File: config.mk
export PLATFORM = sky130hd
export DESIGN_NAME = fetch_stage
export DESIGN_NICKNAME = d
export VERILOG_FILES = /design/src/rtl/core_pkg.sv /design/src/rtl/fetch_stage.sv
export SDC_FILE = /design/constraint.sdc
export NUM_CORES = 1
export LEC_CHECK = 0
export CAP_MARGIN = 20
export CORE_MARGIN = 1.5
export CORE_UTILIZATION = 50
export DETAILED_ROUTE_END_ITERATION = 10
export PLACE_DENSITY = 0.8
export SKIP_LAST_GASP = 1
export SYNTH_ARGS = -nofsm -noshare
export SYNTH_HDL_FRONTEND = slang
export SYNTH_SLANG_ARGS = --single-unit
File: constraint.sdc
create_clock -name clock -period 7.6 [get_ports clock]
set_input_delay 1.9 -clock clock [delete_from_list [all_inputs] [get_ports clock]]
set_output_delay 1.9 -clock clock [all_outputs]
set_load 0.05 [all_outputs]
File: src/rtl/core_pkg.sv
// Shared core types: PC source select and the fetch-stage FSM encoding.
package core_pkg;

   // PC source select driven by the execute stage.
   typedef enum logic [1:0] {
      PC_PLUS4   = 2'd0,
      ALU_RESULT = 2'd1,
      PC_TRAP    = 2'd2,
      PC_MRET    = 2'd3
   } pc_mux;

   // Fetch-stage sequencing states.
   typedef enum logic [1:0] {
      IDLE = 2'd0,
      REQ  = 2'd1,
      WAIT = 2'd2,
      HOLD = 2'd3
   } fetch_state_e;

   localparam logic [31:0] PC_STEP = 32'd4;

   // Force an address onto a word boundary.
   function automatic logic [31:0] word_align(input logic [31:0] addr);
      return addr & ~32'h3;
   endfunction

endpackage

File: src/rtl/fetch_stage.sv
// Instruction fetch stage: one outstanding request at a time, IF/ID register
// with decode-stall hold, and redirect handling that kills in-flight fetches.
module fetch_stage
   import core_pkg::*;
#(
   parameter logic [31:0] BOOT_ADDR = 32'h0000_0000
) (
   input  logic        clock,
   input  logic        reset,
   output logic        instr_req_op,
   output logic [31:0] instr_addr_op,
   input  logic        instr_gnt_ip,
   input  logic        instr_rvalid_ip,
   input  logic [31:0] instr_rdata_ip,
   input  logic        stall_ip,
   input  pc_mux       pc_mux_ip,
   input  logic [31:0] pc_target_ip,
   output logic [31:0] pc_op,
   output logic [31:0] pc4_op,
   output logic        instr_data_valid_op,
   output logic [31:0] instr_data_op
);

   fetch_state_e state_q, state_n;
   logic [31:0]  pc_q, pc_n;
   logic [31:0]  req_addr_q;
   logic         kill_q, kill_n;
   logic         redirect;
   logic         ld_fetch, ld_hold, ld_from_hold;

   logic [31:0]  hold_instr_q, hold_pc_q;
   logic         if_valid_q;
   logic [31:0]  if_instr_q, if_pc_q, if_pc4_q;

   assign redirect = (pc_mux_ip == ALU_RESULT);

   // Next-state, next-PC and load strobes; a redirect always wins the PC.
   always_comb begin
      state_n      = state_q;
      pc_n         = pc_q;
      kill_n       = kill_q;
      ld_fetch     = 1'b0;
      ld_hold      = 1'b0;
      ld_from_hold = 1'b0;
      case (state_q)
         IDLE: state_n = REQ;
         REQ: begin
            if (instr_gnt_ip) state_n = WAIT;
            if (redirect)     kill_n  = 1'b1;
         end
         WAIT: begin
            if (instr_rvalid_ip) begin
               if (kill_q || redirect) begin
                  state_n = REQ;
                  kill_n  = 1'b0;
               end else if (stall_ip) begin
                  ld_hold = 1'b1;
                  state_n = HOLD;
               end else begin
                  ld_fetch = 1'b1;
                  pc_n     = pc_q + PC_STEP;
                  state_n  = REQ;
               end
            end else if (redirect) begin
               kill_n = 1'b1;
            end
         end
         HOLD: begin
            if (redirect) begin
               state_n = REQ;
            end else if (!stall_ip) begin
               ld_from_hold = 1'b1;
               pc_n         = pc_q + PC_STEP;
               state_n      = REQ;
            end
         end
         default: state_n = IDLE;
      endcase
      if (redirect) pc_n = word_align(pc_target_ip);
   end

   // FSM state, PC, kill flag; the request address is captured on REQ entry
   // so it stays stable while the memory withholds grant.
   always_ff @(posedge clock) begin
      if (reset) begin
         state_q    <= IDLE;
         pc_q       <= word_align(BOOT_ADDR);
         kill_q     <= 1'b0;
         req_addr_q <= 32'h0;
      end else begin
         state_q <= state_n;
         pc_q    <= pc_n;
         kill_q  <= kill_n;
         if (state_n == REQ && state_q != REQ) req_addr_q <= pc_n;
      end
   end

   // Hold register parks a response that arrived while decode was stalled.
   always_ff @(posedge clock) begin
      if (reset) begin
         hold_instr_q <= 32'h0;
         hold_pc_q    <= 32'h0;
      end else if (ld_hold) begin
         hold_instr_q <= instr_rdata_ip;
         hold_pc_q    <= req_addr_q;
      end
   end

   // IF/ID register: frozen under stall, drops to a bubble once consumed.
   always_ff @(posedge clock) begin
      if (reset) begin
         if_valid_q <= 1'b0;
         if_instr_q <= 32'h0;
         if_pc_q    <= 32'h0;
         if_pc4_q   <= 32'h0;
      end else if (redirect) begin
         if_valid_q <= 1'b0;
      end else if (ld_fetch) begin
         if_valid_q <= 1'b1;
         if_instr_q <= instr_rdata_ip;
         if_pc_q    <= req_addr_q;
         if_pc4_q   <= req_addr_q + PC_STEP;
      end else if (ld_from_hold) begin
         if_valid_q <= 1'b1;
         if_instr_q <= hold_instr_q;
         if_pc_q    <= hold_pc_q;
         if_pc4_q   <= hold_pc_q + PC_STEP;
      end else if (!stall_ip) begin
         if_valid_q <= 1'b0;
      end
   end

   assign instr_req_op        = (state_q == REQ);
   assign instr_addr_op       = req_addr_q;
   assign pc_op               = if_pc_q;
   assign pc4_op              = if_pc4_q;
   assign instr_data_valid_op = if_valid_q;
   assign instr_data_op       = if_instr_q;

endmodule

Yosys cells after proc, flatten, opt, wreduce, memory -nomap -nowiden
Cells that the tools add are included.

Bits in registers: 228. Output and inout port bits: 130. Logic and storage cells: 65.

$add $sub $neg: 3. Equal/unequal tests: 8. Muxes and demuxes: 35. Bitwise gates (word level): 1. Reductions and logical operators: 8.

Operators with widths (count): two-way mux 32 bit (10); adder 32 x 3 -> 32 bit, second input constant (3); case mux 32 bit (2 select lines) (1); two-way mux 1 bit (16); two-way mux 2 bit (6); case mux 2 bit (4 select lines) (1); == test 2 x 1 -> 1 bit, second input constant (3); == test 2 bit, second input constant (2); AND reduction 2 bit (2); nonzero test 2 bit (2); != test 3 x 1 -> 1 bit, second input constant (1); != test 3 bit, second input constant (1); logical NOT 2 bit (1); != test 2 x 1 -> 1 bit, second input constant (1); case mux 1 bit (2 select lines) (1); OR reduction 2 bit (1); logical AND 1 bit (1); logical OR 1 bit (1); NOT 1 bit (1).

Depth between registers and ports, before layout
Depth in word-level cells: 7. Depth in mapped cells: 15. Depth with buffers taken out: 11.

Worst setup path after synthesis
OpenSTA, ideal clock, no wires.

Kind: input-to-reg. From: in stall_ip. To: reg if_pc4_q[18] (netlist: pc4_op[18]). Library setup time: 0.071 ns. Data arrival time: 5.074 ns. Required time: 7.529 ns. Slack: 2.455 ns. Stages on the path: 15. Buffers on the path: 4. Path through: buf_6 or4b_4 nor3_2 clkbuf_8 buf_4 buf_4 nand2_1 nand2_1 ha_1 nand3_1 or3_2 mux2_4 o31a_1 or3_1 a21oi_1.

Word-level cells in the longest chain between the ends: 6. Elaborated cells on any way between the ends: 9. Those cells by class: mux (7); reduce/logical (2).

RTL lines: start: declaration (RTL line fetch_stage.sv:15) `input logic stall_ip,`; two-way mux 1 bit (*) (RTL line fetch_stage.sv:56, fetch_stage.sv:71); two-way mux 1 bit (RTL line fetch_stage.sv:53) `if (kill_q || redirect) begin`; two-way mux 1 bit (RTL line fetch_stage.sv:52) `if (instr_rvalid_ip) begin`; two-way mux 1 bit (RTL line fetch_stage.sv:45) `case (state_q)`; nonzero test 2 bit (no line); AND reduction 2 bit (no line); end signal: assignment (RTL line fetch_stage.sv:122) `if_pc4_q <= req_addr_q + PC_STEP;`; end signal: assignment (RTL line fetch_stage.sv:127) `if_pc4_q <= hold_pc_q + PC_STEP;`; end: declaration (RTL line fetch_stage.sv:33) `logic [31:0] if_instr_q, if_pc_q, if_pc4_q;`.

Mark *: on every way between the ends. The rest lies on a longest branch, timed or not. A chain may end at the register's enable or synchronous reset.

Final worst setup path
From: in stall_ip. To: reg if_pc4_q[22] (netlist: pc4_op[22]).

The elaborated chain is that of the path after synthesis.

==> impl_metrics.py <==
metrics = {
    "sta": {
        "finalHoldViolations": 0,
        "drv_slew": 0,
        "fin_crit_sh_pct": 72.8,
        "worstMarginPinSlew_ns": 0.924,
        "fmax_mhz": 181,
        "setup_violations": 0,
        "tns_ns": 0,
        "fin_crit_ns": 5.54,
        "rsz0062_at_grt": "false",
        "skew_ns": 0.0127,
        "maxSlewHeadroom_pct": 38.4,
    },
    "worst_setup_path": {
        "worstPathMaxFanout": 78,
        "critical_path.top_delay_family": "buffers and inverters",
        "cp-end-kind": "register",
        "criticalPathCategory": "in2reg",
        "cpPeakStageDelay_ns": 0.81,
        "regToRegStartpoint": "state_q[0]",
        "critPathBufInv": 2,
        "crit_chain": "clkdlybuf4s50_1 > nor4b_4 > nand3_4 > buf_4 > nand2_1 > nand2_1 > ha_1 > nand3_1 > or3_2 > mux2_4 > o31a_1 > or3_1 > a21oi_1",
        "cp-start-kind": "input pin",
        "crit_slowest_cell": "clkdlybuf4s50_1",
        "cp.arrival_ns": 5.96,
        "rrSetupSlack_ns": 3.67,
        "r2r_cells": 12,
        "crit_required_ns": 8.02,
        "cp_common_cell": "nand2_1",
        "timing.rr.end": "pc4_op[22]",
    },
    "place": {
        "routabilityCongestion": 0.875,
        "io_buffers": 198,
        "dp_hpwl_mm": 19.4,
    },
    "yosys": {
        "postSynth.asyncResetShare_pct": 0,
        "synth-seq-cells": 226,
        "synth-compound-area-share_pct": 17.2,
        "synthAdderAreaFrac_pct": 0.240,
        "synth_area_per_cell_um2": 8.14,
        "synth-simple-area-share_pct": 27.5,
        "synth_nets": 1356,
        "yosysSeqAreaShare_pct": 43.3,
        "muxShareOfSynthArea_pct": 3.73,
        "yosys.area_share.xor_xnor_pct": 2.94,
        "synth_top_family_by_area": "simple AND/OR/NAND/NOR gates",
        "synth_flop_cell": "dfxtp_1",
        "syn_area_um2": 10400,
        "synth-edff-count": 0,
        "synth_cell_types": 68,
        "synthCells": 1283,
        "yosys_warnings": 0,
    },
    "run": {
        "cap_violations": 0,
    },
    "routing": {
        "via_count": 9784,
        "drtAntennaViolNets": 0,
        "dr.pass1.iters": 4,
        "detail_route.iter0.violations": 732,
        "drc": 0,
        "wire_per_inst_um": 16.9,
        "drt-total-wl_mm": 28.8,
        "via_per_inst": 5.73,
    },
    "final_layout": {
        "fill_cells": 1713,
        "final_util_pct": 65.2,
        "nets": 1493,
        "drive_gt1_share_pct": 5.71,
        "final_common_cell": "nand2_1",
        "antennaDiodeCount": 0,
        "final_cell_mix": "nand2_1, dfxtp_1, clkdlybuf4s50_1",
        "area_growth_pct": 27.2,
    },
    "worst_hold_path": {
        "whs_path_depth": 2,
        "min_to": "pc4_op[28]",
        "hold_class": "reg2reg",
        "hp-start": "pc4_op[28]",
    },
    "clock_tree": {
        "cts_tree": "done",
        "root_buffer": "clkbuf_16",
        "postCtsSetupBuffers": 0,
        "clkLatencyLatePin_ns": 0.51,
        "path_clk_slew_ns": 0.06,
        "htree_num_levels": 1,
        "clock_sinks": 226,
        "cts_buffers": 24,
        "holdBufCountCts": 0,
        "ctsResizeCount": 0,
        "cts_max_path_buffers": 3,
    },
    "floorplanning": {
        "die_h_um": 148,
        "die_area_um2": 21800,
        "coreArea_um2": 20400,
        "num_rows": 52,
        "initial_utilization_pct": 51.3,
        "die_w_um": 148,
        "ios": 201,
    },
    "global_route": {
        "grt_max_degree": 170,
        "grt_pass1_wl_mm": 45.7,
        "antenna_found_initial": 0,
        "gr-usage-all-layers_pct": 25.4,
        "gr-total-overflow": 0,
        "grt_pass1_vias": 8733,
    },
    "pwr": {
        "vdd_drop_max_mv": 0.166,
        "p_leak_uw": 0.00449,
        "p_per_area_nw_per_um2": 213,
    },
    "run_status": {
        "status": "finished, final reports clean",
    },
}
[power by group]
group,internal (uW),switching (uW)
clock,758,466
combinational,120,207
sequential,1220,47.5
[cell usage after synthesis (15+ instances only)]
cell / number / area share, %
a211oi_1: 27 / 1.9
a21oi_1: 100 / 4.8
a311oi_1: 44 / 3.7
and3_1: 16 / 0.96
and4_1: 15 / 1.3
clkbuf_1: 72 / 2.6
dfxtp_1: 226 / 43
mux2i_1: 34 / 3.3
nand2_1: 275 / 9.9
nand3_1: 26 / 1.2
nand3b_1: 32 / 2.3
nand4_1: 19 / 1.1
nor2_1: 123 / 4.4
nor3_1: 32 / 1.5
o21ai_0: 24 / 1.2
xnor2_1: 25 / 2.1
[tightest hold or removal path: stages, from the launching register on]
cell	delay, ns
dfxtp_1	0.31
nand2_1	0.05
a21oi_1	0.05
[layer usage]
layer / wire length (um) / vias up / part of all wire (%) / global-route usage, %
met5: 0 / - / 0 / 0
met4: 721 / 0 / 2.5 / 7.95
met3: 2080 / 56 / 7.2 / 3.46
met2: 13400 / 398 / 47 / 40.6
met1: 12600 / 4509 / 44 / 35.6
li1: - / 4821 / - / -
[final cells by class]
class | instances | area (um2) | share of cell area, %
repair buffers | 210 | 2110 | 15.9
multi-input cells | 945 | 5410 | 40.8
clock inverters | 9 | 123 | 0.924
clock buffers | 34 | 719 | 5.42
inverters | 13 | 48.8 | 0.368
well taps | 270 | 338 | 2.54
flip-flops and latches | 226 | 4520 | 34.1
[sequential cells by signal (all words and copies together), names as in the netlist]
| name | cells |
|---|---|
| hold_instr_q | 32 |
| hold_pc_q | 32 |
| instr_addr_op | 32 |
| instr_data_op | 32 |
| pc_op | 32 |
| pc_q | 32 |
| pc4_op | 30 |
| state_q | 2 |
| instr_data_valid_op | 1 |
| kill_q | 1 |
[stage by stage]
| stage | setup WS, ns | cells | cell area, um2 | hold WS, ns | power [uW] |
|---|---|---|---|---|---|
| after floorplan | 2.45 | 1283 | 10400 | 0.436 | 1490 |
| after global placement | 1.67 | 1663 | 12400 | 0.441 | 1610 |
| after detailed placement | 1.63 | 1663 | 12400 | 0.445 | 1620 |
| after CTS | 2.10 | 1706 | 13300 | 0.453 | 2840 |
| after global routing | 1.87 | 1707 | 13300 | 0.469 | 2920 |
| final | 2.06 | 1707 | 13300 | 0.450 | 2820 |
[worst max path at each step]
stage / startpoint / end / slack (ns) / cells after the start
finish: stall_ip / pc4_op[22] / 2.06 / 13
global route: stall_ip / pc4_op[22] / 1.87 / 13
CTS: stall_ip / pc4_op[22] / 2.10 / 13
detailed placement: stall_ip / pc4_op[14] / 1.63 / 13
global placement: stall_ip / pc4_op[20] / 1.67 / 13
floorplan: stall_ip / pc4_op[18] / 2.45 / 15
[kinds of logic (layout without fill, tap and decap cells)]
kind of cell | count (synthesis) | count (layout)
muxes | 38 | 38
adders and majority gates | 2 | 2
DFF | 226 | 226
AOI/OAI and AO/OA | 269 | 269
buffers and inverters | 112 | 266
and+or+nand+nor | 601 | 601
xor gates and xnor gates | 35 | 35
(Power assumes the default switching activity.)
